--- config.mk ---
export PLATFORM = sky130hd
export DESIGN_NAME = sram1r1w_arbiter
export DESIGN_NICKNAME = d
export VERILOG_FILES = /design/src/rtl/sram1r1w_arbiter_pkg.sv /design/src/rtl/sram1r1w_arbiter_rr.sv /design/src/rtl/sram1r1w_arbiter.sv
export SDC_FILE = /design/constraint.sdc
export NUM_CORES = 1
export LEC_CHECK = 0
export CORE_MARGIN = 10
export CORE_UTILIZATION = 30
export CTS_BUF_LIST = sky130_fd_sc_hd__clkbuf_16
export DETAILED_ROUTE_END_ITERATION = 12
export GPL_ROUTABILITY_DRIVEN = 1
export PLACE_DENSITY_LB_ADDON = 0.3
export SYNTH_ARGS = -nofsm -noshare
export SYNTH_HDL_FRONTEND = slang
export SYNTH_HIERARCHICAL = 1
export SYNTH_SLANG_ARGS = --single-unit
--- constraint.sdc ---
create_clock -name clock -period 2 [get_ports clock]
set_clock_uncertainty 0.1 [all_clocks]
set_input_delay 0.2 -clock clock [delete_from_list [all_inputs] [get_ports clock]]
set_output_delay 0.2 -clock clock [all_outputs]
set_load 0.005 [all_outputs]
--- src/rtl/sram1r1w_arbiter_pkg.sv ---
// Shared types and helpers for the 1R1W SRAM sequencer/arbiter.
package sram1r1w_arbiter_pkg;

    typedef enum logic [1:0] {
        RSP_EMPTY = 2'd0,
        RSP_LIVE  = 2'd1,
        RSP_HELD  = 2'd2
    } rsp_state_e;

    typedef enum logic {
        TOP_INIT = 1'b0,
        TOP_RUN  = 1'b1
    } top_state_e;

    // Index width for n requesters, never below one bit.
    function automatic int unsigned id_width(input int unsigned n);
        return (n <= 1) ? 1 : $clog2(n);
    endfunction

endpackage

--- src/rtl/sram1r1w_arbiter_rr.sv ---
// Round-robin arbiter: priority starts one past the last grant, pointer moves only when advance is set.
module rr_arbiter
    import sram1r1w_arbiter_pkg::*;
#(
    parameter int unsigned N = 2
) (
    input  logic         clk,
    input  logic         reset,
    input  logic [N-1:0] req,
    input  logic         advance,
    output logic [N-1:0] grant
);

    localparam int unsigned PW = id_width(N);

    logic [PW-1:0] last_q;
    logic [PW-1:0] win_d;
    logic [PW-1:0] idx;
    logic          found;

    always_comb begin
        grant = '0;
        win_d = last_q;
        found = 1'b0;
        idx   = '0;
        for (int unsigned k = 1; k <= N; k++) begin
            idx = PW'((32'(last_q) + k) % N);
            if (!found && req[idx]) begin
                grant[idx] = 1'b1;
                win_d      = idx;
                found      = 1'b1;
            end
        end
    end

    always_ff @(posedge clk) begin
        if (reset) begin
            last_q <= PW'(N - 1);
        end else if (advance && found) begin
            last_q <= win_d;
        end
    end

endmodule

--- src/rtl/sram1r1w_arbiter.sv ---
// Initialises a 1R1W SRAM after reset, then round-robin shares its read and write ports;
// read responses leave on one valid/ready channel with a hold register for backpressure.
module sram1r1w_arbiter
    import sram1r1w_arbiter_pkg::*;
#(
    parameter int unsigned    NUM_RD   = 2,
    parameter int unsigned    NUM_WR   = 2,
    parameter int unsigned    AW       = 3,
    parameter int unsigned    DW       = 17,
    parameter logic [DW-1:0]  INIT_VAL = '0
) (
    input  logic                          clock,
    input  logic                          reset,
    input  logic [NUM_RD-1:0]             rd_req_valid,
    input  logic [NUM_RD*AW-1:0]          rd_req_addr,
    output logic [NUM_RD-1:0]             rd_req_ready,
    input  logic [NUM_WR-1:0]             wr_req_valid,
    input  logic [NUM_WR*AW-1:0]          wr_req_addr,
    input  logic [NUM_WR*DW-1:0]          wr_req_data,
    output logic [NUM_WR-1:0]             wr_req_ready,
    output logic                          rsp_valid,
    input  logic                          rsp_ready,
    output logic [id_width(NUM_RD)-1:0]   rsp_id,
    output logic [DW-1:0]                 rsp_data,
    output logic                          init_done,
    output logic                          mem_w_en,
    output logic [AW-1:0]                 mem_w_addr,
    output logic [DW-1:0]                 mem_w_data,
    output logic                          mem_r_en,
    output logic [AW-1:0]                 mem_r_addr,
    input  logic [DW-1:0]                 mem_r_data
);

    localparam int unsigned DEPTH = 2 ** AW;
    localparam int unsigned IDW   = id_width(NUM_RD);

    top_state_e      top_q;
    rsp_state_e      rsp_q;
    logic [AW-1:0]   cnt_q;
    logic [IDW-1:0]  id_q;
    logic [DW-1:0]   hold_q;

    logic [NUM_RD-1:0] rd_grant;
    logic [NUM_WR-1:0] wr_grant;
    logic [AW-1:0]     rd_addr;
    logic [IDW-1:0]    rd_idx;
    logic [AW-1:0]     wr_addr;
    logic [DW-1:0]     wr_data;
    logic              run;
    logic              init_wr;
    logic              slot_free;
    logic              rd_go;
    logic              wr_go;

    // Reset wins over whatever state is still registered in the reset cycle.
    assign run       = (top_q == TOP_RUN) && !reset;
    assign init_wr   = (top_q == TOP_INIT) && !reset;
    assign slot_free = (rsp_q == RSP_EMPTY) || rsp_ready;
    assign rd_go     = run && slot_free && (|rd_grant);
    assign wr_go     = run && (|wr_grant);

    rr_arbiter #(.N(NUM_RD)) u_rd_arb (
        .clk     (clock),
        .reset   (reset),
        .req     (rd_req_valid),
        .advance (rd_go),
        .grant   (rd_grant)
    );

    rr_arbiter #(.N(NUM_WR)) u_wr_arb (
        .clk     (clock),
        .reset   (reset),
        .req     (wr_req_valid),
        .advance (wr_go),
        .grant   (wr_grant)
    );

    // One-hot grant selects the winner's address, data and index.
    always_comb begin
        rd_addr = '0;
        rd_idx  = '0;
        for (int unsigned i = 0; i < NUM_RD; i++) begin
            if (rd_grant[i]) begin
                rd_addr = rd_req_addr[i*AW +: AW];
                rd_idx  = IDW'(i);
            end
        end
        wr_addr = '0;
        wr_data = '0;
        for (int unsigned i = 0; i < NUM_WR; i++) begin
            if (wr_grant[i]) begin
                wr_addr = wr_req_addr[i*AW +: AW];
                wr_data = wr_req_data[i*DW +: DW];
            end
        end
    end

    assign rd_req_ready = rd_go ? rd_grant : '0;
    assign wr_req_ready = wr_go ? wr_grant : '0;

    assign mem_w_en   = init_wr || wr_go;
    assign mem_w_addr = init_wr ? cnt_q : wr_addr;
    assign mem_w_data = init_wr ? INIT_VAL : wr_data;
    assign mem_r_en   = rd_go;
    assign mem_r_addr = rd_addr;

    assign init_done = (top_q == TOP_RUN);
    assign rsp_valid = (rsp_q != RSP_EMPTY);
    assign rsp_id    = id_q;
    assign rsp_data  = (rsp_q == RSP_HELD) ? hold_q : mem_r_data;

    // Top and response FSMs; the macro output may change under later writes, so a stalled
    // live response is captured into hold_q.
    always_ff @(posedge clock) begin
        if (reset) begin
            top_q  <= TOP_INIT;
            cnt_q  <= '0;
            rsp_q  <= RSP_EMPTY;
            id_q   <= '0;
            hold_q <= '0;
        end else begin
            if (top_q == TOP_INIT) begin
                cnt_q <= cnt_q + AW'(1);
                if (cnt_q == AW'(DEPTH - 1)) begin
                    top_q <= TOP_RUN;
                end
            end

            if (rd_go) begin
                id_q <= rd_idx;
            end

            case (rsp_q)
                RSP_EMPTY: begin
                    if (rd_go) begin
                        rsp_q <= RSP_LIVE;
                    end
                end
                RSP_LIVE: begin
                    if (rsp_ready) begin
                        rsp_q <= rd_go ? RSP_LIVE : RSP_EMPTY;
                    end else begin
                        hold_q <= mem_r_data;
                        rsp_q  <= RSP_HELD;
                    end
                end
                RSP_HELD: begin
                    if (rsp_ready) begin
                        rsp_q <= rd_go ? RSP_LIVE : RSP_EMPTY;
                    end
                end
                default: rsp_q <= RSP_EMPTY;
            endcase
        end
    end

endmodule

==> results of run 1 <==
[path summary, 6_finish.rpt]
kind	from	endpoint	slack (ps)	depth (start not counted)
max	u_wr_arb/last_q	mem_w_data[12]	-9	7
min	rd_req_valid[0]	u_rd_arb/last_q	270	3
max reg2reg	u_wr_arb/last_q	u_wr_arb/last_q	350	8
min reg2reg	hold_q[6]	hold_q[6]	350	2
[worst max-delay path, stage by stage (launching register included)]
cell           delay, ps
dfxtp_1              310
buf_4                140
a21boi_4             230
nor2b_4               90
buf_6                150
a22oi_1              200
nor2_1                60
dlygate4sd2_1        270
[per-stage QoR]
step                utilization, %  setup slack, ps  hold WS [ps]  cell area [um^2]
CTS                           59.4             -127           298              3270
floorplan                        -              361           177              1700
detailed placement            55.0             -485           348              3030
finish                        60.7            -9.27           266              3340
global route                  60.7            -80.3           288              3340
global placement              55.0             -357           342              3030
[power groups by stage]
stage	clock network, mW	logic [mW]	registers [mW]
after floorplan	0	0.111	0.540
after global placement	0	0.387	0.541
after detailed placement	0	0.391	0.541
after CTS	0.463	0.405	0.528
after global routing	0.484	0.446	0.529
final	0.446	0.415	0.528
[sequential cells by signal (all words and copies together) (netlist names)]
signal	cells
hold_q	17
rsp_id	1
rsp_q	2
u_wr_arb/last_q	1
cnt_q	3
init_done	1
u_rd_arb/last_q	1
[routing by layer]
metal,part of all wire [%],routed length (um)
met1,40,2780
met5,0,0
met4,0.58,40
met3,4.3,293
met2,55,3780
[repair_timing]
action,in CTS,in global routing
setup buffers,9,2
hold buffers,0,0
resized for setup,75,33
cloned,4,1
endpoints found under the hold margin,0,0
setup endpoints to repair,46,35
pin swaps,1,3
[placed cells by master, fill, tap and decap left out, types with 7 or more instances in the layout]
cell type,synthesis,routed
clkdlybuf4s50_1,0,74
nand2_1,29,29
buf_4,1,28
nor2_1,25,25
dfxtp_1,26,23
dlygate4sd2_1,0,23
a21oi_1,11,11
a22oi_1,19,11
mux2_1,10,10
nand2_2,10,10
a21oi_2,10,10
dlymetal6s2s_1,0,10
a22oi_2,0,8
mux2_2,7,7
[area by class of cell]
class | count | area, um^2 | share of cell area, %
multi-input combinational | 160 | 1160 | 34.7
tap | 72 | 90.1 | 2.70
clock buffer | 3 | 75.1 | 2.25
sequential | 26 | 527 | 15.8
inverter | 4 | 15.0 | 0.449
timing repair buffer | 155 | 1470 | 44.0
clock inverter | 1 | 3.75 | 0.112
[cells by family (layout without fill, tap and decap cells)]
family                   Yosys count  count (layout)  synth area share (%)
buffers and inverters             20             163                  7.30
AO/OA/AOI/OAI                     54              54                  23.3
adder cells (fa/ha/maj)            3               3                  2.06
AND/OR/NAND/NOR                   82              82                  23.2
multiplexers                      19              19                  12.5
XOR/XNOR                           2               2                  1.03
flip-flops                        26              26                  30.7
==> summary.md, run 1 <==
| Metric | Value |
|---|---|
| Layout filler cell count | `490` |
| DP Wirelength | `4980 um` |
| Post-Syn Area | `1700 um^2` |
| Post-synth top area share | `30.7%` |
| Failing checks | `setup timing` |
| Root Buffer | `clkbuf_16` |
| Die area | `9060 um^2` |
| Pint | `1.06 mW` |
| CP Capture Type | `output port` |
| IO Pins | `119` |
| Worst-skew pair later-pin latency | `260 ps` |
| Most used routing layer in global routing | `met2` |
| Placed insts | `401` |
| P per Cell Area | `416 nW/um^2` |
| Clk buf depth | `2` |
| Post-synthesis sequential area ratio | `30.7%` |
| Met2 usage | `25.1%` |
| Startpoint class of the critical path | `flip-flop` |
| Area growth from synthesis to layout | `97.0%` |
| Net Switching | `0.331 mW` |
| RD Place Congestion | `0.790` |
| 1st-iter DRT viols | `73` |
| Fin crit period | `2010 ps` |
| CTS tree | `built` |
| Core Area | `5510 um^2` |
| Initial antenna violation count | `0` |
| Initial core utilization | `30.8%` |
| Layout cell share with drive strength beyond 1 | `28.1%` |
| Tightest Hold Check Type | `in2reg` |
| Placement Rows | `27` |
| Synthesized netlist cell count | `206` |
| Drt total wl | `6890 um` |
| Syn Area/Cell | `8.24 um^2` |
| Status | `finished with violations` |
| Main flop type after synthesis | `dfxtp_1` |
| Setup TNS | `-9.27 ps` |
| Clk sinks | `26` |
| First-pass GRT wire length | `10100 um` |
| Post-synth EDFFs | `0` |
| Slew Viols, Final | `0` |
| Clk network pwr share | `32.1%` |
| DRT Pass-1 Iters | `4` |
| Worst endpoint required time | `1700 ps` |
| Final cell count without fillers | `421` |
| Tot Pwr | `1.39 mW` |
| Most common cell in the netlist | `nand2_1` |
| Combinational Power Share | `29.9%` |
| Clock transition at the registers of the reported paths | `70 ps` |
| Max Clock Freq | `498 MHz` |
| Overflow after GRT | `0` |
| Slew headroom | `84.1%` |
| DRC viols | `0` |
| Vert. Die Dim | `95.2 um` |
| H-tree Lvls | `1` |
| Async set or reset register ratio after synthesis | `0%` |
| Synth area leaders | `dfxtp_1 31%, a22oi_1 8.4%, mux2_1 6.6%` |
| Unique masters post-synth | `38` |
| Critical path peak fanout | `9` |
| Largest net degree at the start of global routing | `18` |
| Leakage | `1.50 nW` |
| Peak supply drop | `0.321 mV` |
| Syn_nets | `278` |
| Vias/cell | `4.77` |
| Worst setup path class | `reg2out` |
| Ys Warns | `6` |
| Met3 usage | `2.59%` |
| Worst Setup Slack, final | `-9.27 ps` |
| Vias | `2008` |
| Vias in the first global route | `2036` |
| All-Layer GR Usage | `13.8%` |
| Post-synth top cells | `29 x nand2_1, 26 x dfxtp_1, 25 x nor2_1` |
| Antenna Violating Nets Remaining | `0` |
| Tcrit/Tclk final | `100%` |
| DR WL/cell | `16.4 um` |
| Area leader, netlist | `dfxtp_1` |
| Number of synthesized register bits | `26` |
| Part of the power in registers | `38.0%` |
| Final setup violating endpoints | `1` |
| Sw Ratio | `23.9%` |
| Antenna Cells | `0` |
| Total CTS buffers | `3` |
| Worst path arrival time | `1710 ps` |
| IO Port Bufs | `118` |
| GR Util met1 | `16.1%` |
| Final Hold Viols | `0` |
| Worst-margin pin slew | `238 ps` |
| Final #Nets | `422` |
| Max-Cap Viols | `0` |
| Die Wd | `95.2 um` |
No activity file was read; power rests on OpenSTA's default activity.
==> run 2, diff against run 1 <==
Settings changed: ABC_AREA set to 1.
==> summary.md, run 2 <==
| Metric | Value |
|---|---|
| Worst endpoint required time | `1700 ps (about the same)` |
| Utilization after layout | `59.3% (-1.4 points)` |
| Antenna Cells | `0 (unchanged)` |
| Post-synth top cells | `73 x nand2_1, 32 x a21oi_1, 31 x inv_1` |
| H-tree Lvls | `1 (unchanged)` |
| Unique masters post-synth | `27 (-29%)` |
| Most frequent cells in the layout | `73 x nand2_1, 71 x clkdlybuf4s50_1, 32 x a21oi_1` |
| Final Hold Viols | `0 (unchanged)` |
| P per Cell Area | `412 nW/um^2 (-0.94%)` |
| Vias/cell | `4.70 (-1.5%)` |
| Root Buffer | `clkbuf_16` |
| Startpoint class of the critical path | `flip-flop` |
| Max reg flops | `17 (unchanged)` |
| Ys Warns | `6 (unchanged)` |
| Worst Setup Slack, final | `86.6 ps (+95.9 ps)` |
| Area growth from synthesis to layout | `87.9%` |
| RD Place Congestion | `0.867 (+9.7%)` |
| Worst path buffer plus inverter count | `4 (+1)` |
| Setup WS pre-CTS | `-340 ps (+145 ps)` |
| Die area | `9410 um^2 (+3.8%)` |
| DP Wirelength | `5250 um (+5.3%)` |
| DR WL/cell | `14.5 um (-11%)` |
| Core Area | `5640 um^2 (+2.5%)` |
| 1st-iter DRT viols | `64 (-12%)` |
| Slew Viols, Final | `0 (unchanged)` |
| Max-Cap Viols | `0 (unchanged)` |
| Worst setup path class | `reg2out` |
| Initial core utilization | `31.5% (+0.73 points)` |
| Clk sinks | `26 (unchanged)` |
| Hold Path Cell Cnt | `3 (unchanged)` |
| Post-synth top area share | `29.3% (-1.4 points)` |
| Drt total wl | `6840 um (-0.77%)` |
| Cell mode on critical path | `buf_4` |
| Async set or reset register ratio after synthesis | `0% (unchanged)` |
| Most common cell in the netlist | `nand2_1` |
| Largest net degree at the start of global routing | `35 (+17)` |
| Post-synthesis sequential area ratio | `29.3% (-1.4 points)` |
| Area leader, netlist | `dfxtp_1` |
| WP depth | `7 (unchanged)` |
| Layout filler cell count | `513 (+4.7%)` |
| IO Pins | `119 (unchanged)` |
| CP Capture Type | `output port` |
| Antenna Violating Nets Remaining | `0 (unchanged)` |
| Number of synthesized register bits | `26 (unchanged)` |
| Leakage | `1.67 nW (+11%)` |
| Mux contribution to synthesized area | `0% (-12 points)` |
| Initial antenna violation count | `0 (unchanged)` |
| Critical Path Max Stage Delay | `340 ps (+30 ps)` |
| Vias | `2209 (+10%)` |
| Clk buf depth | `2 (unchanged)` |
| Overflow after GRT | `0 (unchanged)` |
| DRC viols | `0 (unchanged)` |
| Xor/xnor share of the synthesized area | `0% (-1.0 points)` |
| Worst-skew pair later-pin latency | `260 ps (about the same)` |
| CTS tree | `built` |
| Compound-Gate Fraction of Synth Area | `32.0% (+8.7 points)` |
| Most common cell after layout, fill and taps aside | `nand2_1` |
| Worst path top cell family by delay | `buffers and inverters` |
| Fin crit period | `1910 ps (-95.9 ps)` |
| Syn_nets | `331 (+19%)` |
| DRT Pass-1 Iters | `4 (unchanged)` |
| Vias in the first global route | `2129 (+4.6%)` |
| Worst path arrival time | `1610 ps (-100 ps)` |
| Synthesized netlist cell count | `259 (+26%)` |
| Clock transition at the registers of the reported paths | `60 ps (about the same)` |
| Die Wd | `97.0 um (+1.9%)` |
| Peak supply drop | `0.266 mV (-17%)` |
| Post-synth EDFFs | `0 (unchanged)` |
| Adder-cell share of the synthesized area | `1.41% (-0.66 points)` |
| All-Layer GR Usage | `13.4% (-0.37 points)` |
| Main flop type after synthesis | `dfxtp_1` |
| Slew headroom | `68.7% (-15 points)` |
| Critical path's slowest cell | `dfxtp_2` |
| Total CTS buffers | `3 (unchanged)` |
| Status | `finished clean` |
| IO Port Bufs | `118 (unchanged)` |
| Synth area leaders | `dfxtp_1 29%, nand2_1 15%, o21ai_2 13%` |
| Largest family of logic cells by synthesized area | `compound AO/OA/AOI/OAI gates` |
| Placement Rows | `27 (unchanged)` |
| Tightest Hold Check Type | `in2reg` |
| Layout cell share with drive strength beyond 1 | `24.6% (-3.5 points)` |
| Final #Nets | `471 (+12%)` |
| Critical path peak fanout | `7 (-2)` |
| Post-Syn Area | `1780 um^2 (+4.9%)` |
| Max Clock Freq | `523 MHz (+5.0%)` |
| Worst reg2reg path depth | `8 (unchanged)` |
| Simple-gate area share of the yosys netlist | `23.6% (+0.47 points)` |
| Tcrit/Tclk final | `95.7% (-4.8 points)` |
| RSZ-0062 raised after global routing | `yes` |
| Critical path cell sequence | `a21boi_4 -> buf_6 -> buf_4 -> buf_4 -> nand2_1 -> a21oi_1 -> clkdlybuf4s15_2` |
| Vert. Die Dim | `97.0 um (+1.9%)` |
| Syn Area/Cell | `6.87 um^2 (-17%)` |
| Final setup violating endpoints | `0 (-1)` |
| Largest regs | `hold_q x17, cnt_q x3, rsp_q x2` |
| Worst-margin pin slew | `470 ps (+232 ps)` |
| First-pass GRT wire length | `10900 um (+8.0%)` |
| Reg with most FFs | `hold_q` |
==> run 2: cell types whose count changed after synthesis, sizes merged, moves of 3 or more <==
cell | before | now
nand2 | 39 | 75
o21ai | 3 | 36
inv | 4 | 34
a21oi | 21 | 42
a22oi | 19 | 1
mux2 | 17 | 0
nor2 | 25 | 13
nand3 | 1 | 11
and3 | 4 | 0
clkbuf | 5 | 1
nor2b | 4 | 0
a22o | 3 | 0
o21bai | 3 | 0
==> run 2: kinds of logic (layout without fill, tap and decap cells) <==
family / Yosys count / count (layout)
AOI/OAI and AO/OA: 84 / 84
adders and majority gates: 2 / 2
buffers and inverters: 48 / 187
DFF: 26 / 26
and+or+nand+nor: 99 / 99
==> run 2: worst reg2reg max path, cell delays in order, from the launching register on <==
cell	delay, ps
dfxtp_2	340
a21boi_4	240
buf_4	170
inv_1	60
buf_4	130
a21oi_1	220
nand2_1	80
nand2_1	60
nand3_1	70
==> run 2: worst paths after layout <==
kind,start,end,slack (ps)
setup / recovery,u_wr_arb/last_q,mem_w_data[16],90
hold / removal,wr_req_valid[1],u_wr_arb/last_q,270
setup reg to reg,u_wr_arb/last_q,u_wr_arb/last_q,420
hold reg to reg,hold_q[8],hold_q[8],370
==> run 2: power by group <==
part	leakage (nW)	internal (mW)	total, mW	switching [mW]
combinational	1.42	0.252	0.406	0.154
clock	0.0385	0.268	0.445	0.177
sequential	0.210	0.522	0.526	0.00378
==> run 2: per-layer routing <==
metal / share of wire [%] / track usage (%) / wire length [um] / vias to the layer above
met1: 45 / 15.9 / 3080 / 980
met2: 43 / 21.3 / 2960 / 108
met3: 11 / 6.88 / 761 / 5
met4: 0.53 / 2.03 / 36 / 0
met5: 0 / 0 / 0 / -
li1: - / - / - / 1116
==> run 2: what timing repair did <==
| item | 4_1_cts | 5_1_grt |
|---|---|---|
| buffers inserted | 6 | 3 |
| endpoints found under the setup margin | 46 | 36 |
| hold buffers | 0 | 0 |
| gates resized for setup | 46 | 45 |
| cloned | 2 | 1 |
| pin swaps | 0 | 3 |
==> run 2: area by class of cell <==
cell class	count	area, um^2	area share, %
clock buffer	3	75.1	2.25
clock inverter	1	3.75	0.112
inverter	34	154	4.60
multi-input combinational	185	1050	31.4
sequential	26	527	15.8
tap	72	90.1	2.69
timing repair buffer	148	1440	42.9
timing repair inverter	1	8.76	0.262
==> run 2: stage by stage <==
step	cells	hold WS, ps	cell area, um^2	total power, mW	TNS [ps]
5_1_grt	470	287	3340	1.45	-31.9
4_1_cts	466	263	3270	1.40	-851
3_3_place_gp	454	355	3090	0.944	-5830
6_report	470	273	3340	1.38	0
2_1_floorplan	259	162	1780	0.667	0
3_5_place_dp	454	368	3090	0.949	-7150
